### src/rtl/ex_alu_pipe.sv
// ---------------------------------------------------------------------------
// ex_alu_pipe -- execute-stage ALU with two-level operand forwarding and an
// iterative shift-add multiplier. Sits between ID/EX and EX/MEM.
//
// Parameters:
//   WIDTH : datapath width (>=4, power of two)
//   SHW   : shift-amount bits taken from operand B
//
// Ports:
//   Clk, Reset           : rising-edge clock, asynchronous active-high reset
//   In_Valid, ALU_Op     : ID/EX instruction valid and operation select
//   ALUSrc, Imm_Data     : select immediate as operand B
//   Read_Data1/2         : register-file operands
//   Fwd_A/Fwd_B          : 00/11 regfile, 01 EX_MEM_Data, 10 MEM_WB_Data
//   EX_MEM_Data          : forwarded EX/MEM result
//   MEM_WB_Data          : forwarded MEM/WB write data
//   Stall                : freeze all state
//   Flush                : kill current/pending result (wins over Stall)
//   Result, Out_Valid    : registered result and its valid strobe
//   Busy                 : multiply in progress, upstream must hold
//   Zero/Carry/Overflow  : registered flags, present only with ALU_FLAGS_EN
//
// Optional feature macro: ALU_FLAGS_EN
// ---------------------------------------------------------------------------
module ex_alu_pipe #(
    parameter int WIDTH = 8,
    parameter int SHW   = $clog2(WIDTH)
) (
    input  logic             Clk,
    input  logic             Reset,
    input  logic             In_Valid,
    input  logic [3:0]       ALU_Op,
    input  logic             ALUSrc,
    input  logic [WIDTH-1:0] Read_Data1,
    input  logic [WIDTH-1:0] Read_Data2,
    input  logic [WIDTH-1:0] Imm_Data,
    input  logic [1:0]       Fwd_A,
    input  logic [1:0]       Fwd_B,
    input  logic [WIDTH-1:0] EX_MEM_Data,
    input  logic [WIDTH-1:0] MEM_WB_Data,
    input  logic             Stall,
    input  logic             Flush,
    output logic [WIDTH-1:0] Result,
    output logic             Out_Valid,
    output logic             Busy
`ifdef ALU_FLAGS_EN
    ,
    output logic             Zero,
    output logic             Carry,
    output logic             Overflow
`endif
);

    localparam int CNTW = $clog2(WIDTH + 1);

    localparam logic [3:0] OP_ADD = 4'd0;
    localparam logic [3:0] OP_SUB = 4'd1;
    localparam logic [3:0] OP_AND = 4'd2;
    localparam logic [3:0] OP_OR  = 4'd3;
    localparam logic [3:0] OP_XOR = 4'd4;
    localparam logic [3:0] OP_SLT = 4'd5;
    localparam logic [3:0] OP_SLL = 4'd6;
    localparam logic [3:0] OP_SRL = 4'd7;
    localparam logic [3:0] OP_SRA = 4'd8;
    localparam logic [3:0] OP_LI  = 4'd9;
    localparam logic [3:0] OP_MUL = 4'd10;

    typedef enum logic {S_IDLE, S_MUL} state_t;

    state_t            state_q;
    logic [WIDTH-1:0]  result_q;
    logic [WIDTH-1:0]  mcand_q;
    logic [WIDTH-1:0]  mplier_q;
    logic [WIDTH-1:0]  acc_q;
    logic [CNTW-1:0]   cnt_q;

    logic [WIDTH-1:0]  op_a;
    logic [WIDTH-1:0]  op_b;
    logic [WIDTH-1:0]  alu_d;
    logic [WIDTH-1:0]  acc_d;
    logic              accept;
    logic              mul_done;

    // Single-cycle operations; undefined opcodes produce zero.
    function automatic logic [WIDTH-1:0] alu_f(input logic [3:0] op,
                                               input logic [WIDTH-1:0] a,
                                               input logic [WIDTH-1:0] b);
        logic signed [WIDTH-1:0] a_s;
        logic signed [WIDTH-1:0] b_s;
        logic [SHW-1:0]          sh;
        a_s = $signed(a);
        b_s = $signed(b);
        sh  = b[SHW-1:0];
        case (op)
            OP_ADD:  alu_f = a + b;
            OP_SUB:  alu_f = a - b;
            OP_AND:  alu_f = a & b;
            OP_OR:   alu_f = a | b;
            OP_XOR:  alu_f = a ^ b;
            OP_SLT:  alu_f = {{(WIDTH-1){1'b0}}, (a_s < b_s)};
            OP_SLL:  alu_f = a << sh;
            OP_SRL:  alu_f = a >> sh;
            OP_SRA:  alu_f = $unsigned(a_s >>> sh);
            OP_LI:   alu_f = b;
            default: alu_f = '0;
        endcase
    endfunction

    always_comb begin
        case (Fwd_A)
            2'b01:   op_a = EX_MEM_Data;
            2'b10:   op_a = MEM_WB_Data;
            default: op_a = Read_Data1;
        endcase
        if (ALUSrc) begin
            op_b = Imm_Data;
        end else begin
            case (Fwd_B)
                2'b01:   op_b = EX_MEM_Data;
                2'b10:   op_b = MEM_WB_Data;
                default: op_b = Read_Data2;
            endcase
        end
    end

    assign alu_d    = alu_f(ALU_Op, op_a, op_b);
    assign acc_d    = acc_q + (mplier_q[0] ? mcand_q : '0);
    assign accept   = In_Valid & ~Stall & ~Flush & (state_q == S_IDLE);
    assign mul_done = (state_q == S_MUL) & ~Stall & ~Flush & (cnt_q == CNTW'(1));
    assign Result   = result_q;

    // ---- EX -> EX/MEM register boundary, multiplier FSM ----
    always_ff @(posedge Clk or posedge Reset) begin
        if (Reset) begin
            state_q   <= S_IDLE;
            result_q  <= '0;
            Out_Valid <= 1'b0;
            Busy      <= 1'b0;
            mcand_q   <= '0;
            mplier_q  <= '0;
            acc_q     <= '0;
            cnt_q     <= '0;
        end else if (Flush) begin
            state_q   <= S_IDLE;
            Out_Valid <= 1'b0;
            Busy      <= 1'b0;
        end else if (!Stall) begin
            case (state_q)
                S_IDLE: begin
                    if (In_Valid && ALU_Op == OP_MUL) begin
                        mcand_q   <= op_a;
                        mplier_q  <= op_b;
                        acc_q     <= '0;
                        cnt_q     <= CNTW'(WIDTH);
                        Busy      <= 1'b1;
                        Out_Valid <= 1'b0;
                        state_q   <= S_MUL;
                    end else if (In_Valid) begin
                        result_q  <= alu_d;
                        Out_Valid <= 1'b1;
                    end else begin
                        Out_Valid <= 1'b0;
                    end
                end
                S_MUL: begin
                    acc_q    <= acc_d;
                    mcand_q  <= mcand_q << 1;
                    mplier_q <= mplier_q >> 1;
                    cnt_q    <= cnt_q - CNTW'(1);
                    if (cnt_q == CNTW'(1)) begin
                        result_q  <= acc_d;
                        Out_Valid <= 1'b1;
                        Busy      <= 1'b0;
                        state_q   <= S_IDLE;
                    end
                end
                default: state_q <= S_IDLE;
            endcase
        end
    end

`ifdef ALU_FLAGS_EN
    logic carry_d;
    logic ovf_d;

    // Carry on ADD is detected by wrap-around (sum below an addend);
    // overflow uses the operand signs against the result sign.
    always_comb begin
        carry_d = 1'b0;
        ovf_d   = 1'b0;
        case (ALU_Op)
            OP_ADD: begin
                carry_d = (alu_d < op_a);
                ovf_d   = (op_a[WIDTH-1] == op_b[WIDTH-1]) &&
                          (alu_d[WIDTH-1] != op_a[WIDTH-1]);
            end
            OP_SUB: begin
                carry_d = (op_a < op_b);
                ovf_d   = (op_a[WIDTH-1] != op_b[WIDTH-1]) &&
                          (alu_d[WIDTH-1] != op_a[WIDTH-1]);
            end
            default: ;
        endcase
    end

    // ---- flag register, loads in lock-step with Result ----
    always_ff @(posedge Clk or posedge Reset) begin
        if (Reset) begin
            Zero     <= 1'b0;
            Carry    <= 1'b0;
            Overflow <= 1'b0;
        end else if (accept && ALU_Op != OP_MUL) begin
            Zero     <= (alu_d == '0);
            Carry    <= carry_d;
            Overflow <= ovf_d;
        end else if (mul_done) begin
            Zero     <= (acc_d == '0);
            Carry    <= 1'b0;
            Overflow <= 1'b0;
        end
    end
`endif

endmodule

### config.mk
export PLATFORM = sky130hd
export DESIGN_NAME = ex_alu_pipe
export DESIGN_NICKNAME = d
export VERILOG_FILES = /design/src/rtl/ex_alu_pipe.sv
export SDC_FILE = /design/constraint.sdc
export NUM_CORES = 1
export LEC_CHECK = 0
export BUFFER_PORTS_ARGS = -buffer_cell sky130_fd_sc_hd__buf_2
export CAP_MARGIN = 10
export CORE_UTILIZATION = 40
export CTS_BUF_LIST = sky130_fd_sc_hd__clkbuf_4
export DETAILED_ROUTE_END_ITERATION = 6
export PLACE_DENSITY = 0.66
export SLEW_MARGIN = 20
export SYNTH_ARGS = -nofsm -noshare
export SYNTH_HDL_FRONTEND = slang
export SYNTH_SLANG_ARGS = --single-unit
### constraint.sdc
create_clock -name Clk -period 3.95 [get_ports Clk]
set_input_delay 0.1975 -clock Clk [delete_from_list [all_inputs] [get_ports Clk]]
set_output_delay 0.1975 -clock Clk [all_outputs]
set_load 0.03 [all_outputs]
# Yosys cells after proc, flatten, opt, wreduce, memory -nomap -nowiden
# Cells that the tools add are included.
totals:
  output_inout_bits: 10
  register_bits: 39
  in_bits: 54
classes:
  mux: 33
  n_reduce_logical: 6
  n_lt_le_gt_ge: 1
  bitwise_logic: 6
  eq_ne: 22
  addsub: 4
  shifts: 3
op_table:
  columns: ["cell", "n"]
  rows:
  - ["$pmux 8 s2", 6]
  - ["$pmux 8 s10", 1]
  - ["$mux 8", 8]
  - ["$add 8x8->8", 2]
  - ["$eq 4x3->1 const B", 4]
  - ["$mux 1", 13]
  - ["$eq 4x4->1 const B", 3]
  - ["$and 8x8->8", 1]
  - ["$eq 4x1->1 const B", 2]
  - ["$eq 4x2->1 const B", 2]
  - ["$lt 8x8->1", 1]
  - ["$or 8x8->8", 1]
  - ["$pmux 4 s2", 1]
  - ["$shl 8x3->8", 1]
  - ["$shr 8x3->8", 1]
  - ["$sshr 8x3->8", 1]
  - ["$sub 8x8->8", 1]
  - ["$xor 8x8->8", 1]
  - ["$ne 2x1->1 const B", 3]
  - ["$ne 3x2->1 const B", 2]
  - ["$pmux 1 s2", 3]
  - ["$reduce_and 3->1", 2]
  - ["$reduce_and 5->1", 1]
  - ["$eq 2x1->1 const B", 2]
  - ["8 further kinds", 12]

# Depth between registers and ports, before layout
logic_depth:
  ltp_word: 8
  mapped_depth: 16
  depth_no_buf: 14

# Worst setup path after synthesis
# Ideal clock, no wire load.
synth_timing:
  path_kind: "input port to flip-flop"
  start: "input Fwd_B[0]"
  end: "register result_q[6], in the netlist Result[6]"
  cell_stages: 14
  arrival_time_ns: 3.088
  setup_time_ns: 0.139
  required_time_ns: 3.811
  path_slack_ns: 0.723
  path_cell_list: "inv_1 ha_1 nor3b_1 a221oi_4 buf_2 ha_1 inv_1 fa_1 o21bai_1 a21oi_1 o21ai_0 o22ai_1 a2111oi_0 a21oi_1"
synth_between:
  elab_chain_cells: 8
  elab_cells_between_ends: 16
  cone_classes: "add/sub (2); eq/ne (2); shift (3); mux (6); bitwise (3)"
synth_rtl:
  columns: ["item", "line_no", "rtl"]
  rows:
  - ["start, declared", "38", "input logic [1:0] Fwd_B,"]
  - ["$eq 2x2->1 / $eq 2x1->1 (equally long branches)", "118", "case (Fwd_B)"]
  - ["$pmux 8 s2 *", "118", null]
  - ["$mux 8 *", "115", "if (ALUSrc) begin"]
  - ["$sub 8x8->8 (tied with other cells)", "96", "OP_SUB: alu_f = a - b;"]
  - ["$pmux 8 s10 *", "94", "case (op)"]
  - ["$mux 8 *", "158", "end else if (In_Valid) begin"]
  - ["$mux 8 *", "150", "if (In_Valid && ALU_Op == OP_MUL) begin"]
  - ["$pmux 8 s2 *", "148", "case (state_q)"]
  - ["end signal, assigned", "159", "result_q <= alu_d;"]
  - ["end, declared", "71", "logic [WIDTH-1:0] result_q;"]
# Mark *: on every way between the ends. The rest lies on a longest branch, timed or not. The select of a mux whose other input is x is not followed.
# A chain may end at the register's enable or synchronous reset.

# Worst setup path in the final report
layout_timing:
  start: "input Fwd_A[0]"
  end: "register result_q[6], in the netlist Result[6]"
layout_between:
  elab_chain_cells: 7
  elab_cells_between_ends: 15
  cone_classes: "add/sub (2); eq/ne (2); shift (3); mux (5); bitwise (3)"
layout_rtl:
  columns: ["item", "line_no", "rtl"]
  rows:
  - ["start, declared", "37", "input logic [1:0] Fwd_A,"]
  - ["$eq 2x2->1 / $eq 2x1->1 (equally long branches)", "110", "case (Fwd_A)"]
  - ["$pmux 8 s2 *", "110", null]
  - ["$sub 8x8->8 (tied with other cells)", "96", null]
  - ["$pmux 8 s10 *", "94", null]
  - ["$mux 8 *", "158", null]
  - ["$mux 8 *", "150", null]
  - ["$pmux 8 s2 *", "148", null]
# Marked as above.

==> results.md <==
- DRC: 0
- Switch Pwr: 0.6529 mW
- Total Wirelength: 13570 µm
- Worst EP arrival: 3630 ps
- Outcome: completed
- WL/cell: 17.78 µm
- Setup slack after layout: 533.7 ps
- Post-synthesis sequential area ratio: 0.2297
- Row count: 37
- CP top delay family: compound AO/OA/AOI/OAI gates
- Cell internal pwr: 0.8769 mW
- Die area: 11040 µm²
- Setup WS pre-CTS: 258.6 ps
- Post-synthesis cell count: 568
- Startpoint types: primary input
- Worst skew pair latency: 340 ps
- Die height: 105.1 µm
- Worst path slowest cell: a2111oi_0
- HPWL after DPL: 10630 µm
- Pin count of the biggest net entering global routing: 48
- GR Util met3: 0.03743
- Area grow syn2layout: 13.72%
- Num Clock Sinks: 39
- Mapped Area: 4249 µm²
- Ys Warns: 0
- H-Tree Depth: 2
- Grt ovf: 0
- CP dominant cell by count: a21oi_1
- Worst reg2reg startpoint: mplier_q[0]$_DFFE_PP0P_
- Via/cell ratio: 5.896
- Critical path class: primary input to register
- Clk_skew: 3.300 ps
- Initial Util: 0.4116
- Detailed Route Iter0 Violations: 435
- Final Util: 0.4681
- Reg power frac: 0.336
- Fin crit period: 3416 ps
- Total GRT Usage: 0.2522
- Worst path max stage delay: 570 ps
- Worst min path class: primary input to register
- Post-DRT Antenna Nets: 0
- Grt peak-use layer: met2
- Die Wd: 105.1 µm
- CTS Buf Count: 5
- CTS root buf: clkbuf_4
- CP bufs+invs: 3
- Post-CTS sizing: 0
- Crit path from: Fwd_A[0]
- Final GP Congestion: 0.9180
- Combinational power share: 0.488
- Fmax: 292.7 MHz
- Worst Setup End Kind: register
- Final period util: 0.8649
- Final nets: 721
- FFs w/ async S/R, synth: 1.000
- Worst-Margin Slew: 713.4 ps
- GR Util met2: 0.4078
- Unrepaired setup endpoints after global routing: false
- Rel. slew slack: 0.5205
- Io pins: 64
- Commonest non-fill, non-tap cell in the layout: nand2_1
- CP Cell Sequence: buf_2 > inv_1 > ha_1 > a22oi_1 > o21ai_0 > inv_1 > ha_1 > fa_1 > nand2b_1 > a21oi_1 > nor2_1 > o311ai_0 > a21oi_1 > a2111oi_0 > a21oi_1
- Vias in the first global route: 4409
- Syn Nets: 663
- Top_reg_cell synth: dfrtp_1
- Post-synth EDFFs: 0
- Port Buf Inserts: 63
- Global-route wire length before repair: 22210 µm
- Clock transition at path regs: 120 ps
- Mean Syn Cell Area: 7.481 µm²
- Initial antenna violation count: 0
- Worst vdd ir: 0.1454 mV
- Core ar.: 10320 µm²
- Pins over their slew limit: 0
- Critical Path RT: 4160 ps
- ANT cells: 0
- Leakage: 2.235 nW
- Clock power share: 0.176
- Sw Ratio: 0.4268
- Share of cells above drive strength 1: 0.1579
- Met1 Usage GRT: 0.3476
- First-pass DRT Iterations: 5
- Max-cap viol count: 0
- PwrDens: 316.6 nW/µm²
- Setup TNS: 0 ps
- Final hold violation count: 0
- Setup violations, final: 0
- Clk buf depth: 2
- Via count: 4499
- Worst Min Path Start: Flush
- Maximum fanout along the worst path: 8
- Power consumption: 1.530 mW
- Most frequent cells in the layout: nand2_1 (65), buf_2 (63), a21oi_1 (52)
- Flops & latches, synth: 39
- CTS tree: built
- Synth cell types: 63
## final timing paths
check / endpoint / slack (ps) / cells after the start
max: Result[6]$_DFFE_PP0P_ / 530 / 15
min: state_q$_DFFE_PP0P_ / 40 / 2
max reg2reg: Result[7]$_DFFE_PP0P_ / 1060 / 9
min reg2reg: mplier_q[4]$_DFFE_PP0P_ / 500 / 2
max in group asynchronous: mcand_q[0]$_DFFE_PP0P_ / 3090 / 4
min in group asynchronous: cnt_q[2]$_DFFE_PP0P_ / 500 / 4
## cells in the mapped netlist (all sizes together), types with 6 or more instances
master	number	share of area
ha	38	0.11
buf	8	0.011
o31ai	7	0.014
a221o	8	0.019
a211oi	9	0.017
a21oi	52	0.061
nand3	13	0.015
a221oi	7	0.019
nor2	51	0.045
dfrtp	39	0.23
inv	35	0.032
nor3	16	0.019
mux2i	13	0.031
and2	13	0.019
nand2	65	0.057
o22ai	10	0.015
o21ai	54	0.064
nor2b	12	0.018
a31oi	6	0.0088
clkbuf	24	0.021
## power groups by stage
stage | logic [mW] | registers [mW] | clock network [mW]
final | 0.747 | 0.515 | 0.269
after global placement | 0.720 | 0.520 | 0
after detailed placement | 0.732 | 0.524 | 0
after floorplan | 0.469 | 0.549 | 0
after global routing | 0.827 | 0.525 | 0.289
after CTS | 0.735 | 0.515 | 0.276
## stage by stage
step / area, µm² / cells / hold WS [ps]
floorplan: 4249 / 568 / 260.6
global placement: 4740 / 754 / 344.7
detailed placement: 4740 / 754 / 355.9
CTS: 4826 / 763 / 34.47
global route: 4832 / 763 / 21.06
finish: 4832 / 763 / 39.46
## registers in the layout, indices dropped and copies added (netlist names)
signal and count:
Result 8, acc_q 8, mcand_q 8, mplier_q 8, cnt_q 4, Busy 1
Out_Valid 1, state_q 1
## cell families after synthesis
| logic type | after synthesis | share of synthesized area |
|---|---|---|
| AOI/OAI and AO/OA | 201 | 0.3124 |
| buffers and inverters | 70 | 0.06655 |
| adders and majority gates | 41 | 0.1260 |
| DFF | 39 | 0.2297 |
| muxes | 18 | 0.04387 |
| xor gates and xnor gates | 4 | 0.008247 |
| and+or+nand+nor | 195 | 0.2132 |
## worst reg2reg max path, cell delays in order, from the launching register on
cell	delay (ps)
dfrtp_1	470
and2_1	200
ha_1	300
a211oi_1	330
o21bai_1	160
a2111oi_0	590
o31ai_1	180
a21oi_1	330
nor3_1	110
a21oi_1	170
## timing repair
item	in CTS	in global routing
hold buffers	1	0
setup buffers	0	0
hold endpoints to repair	39	0
## final cells by class
type / count / area [µm²]
Inverter: 38 / 145.1
Sequential cell: 39 / 975.9
Clock inverter: 3 / 38.79
Multi-Input combinational cell: 459 / 2997
Clock buffer: 5 / 37.54
Fill cell: 1030 / 5492
Timing Repair Buffer: 83 / 467.9
Tap cell: 136 / 170.2
## metal layers
metal  routed length [µm]  up-vias
met5                    0        -
met4                  283        0
met3                  965       23
met2                 6169      215
met1                 6149     2084
li1                     -     2177
(Power assumes the default switching activity.)
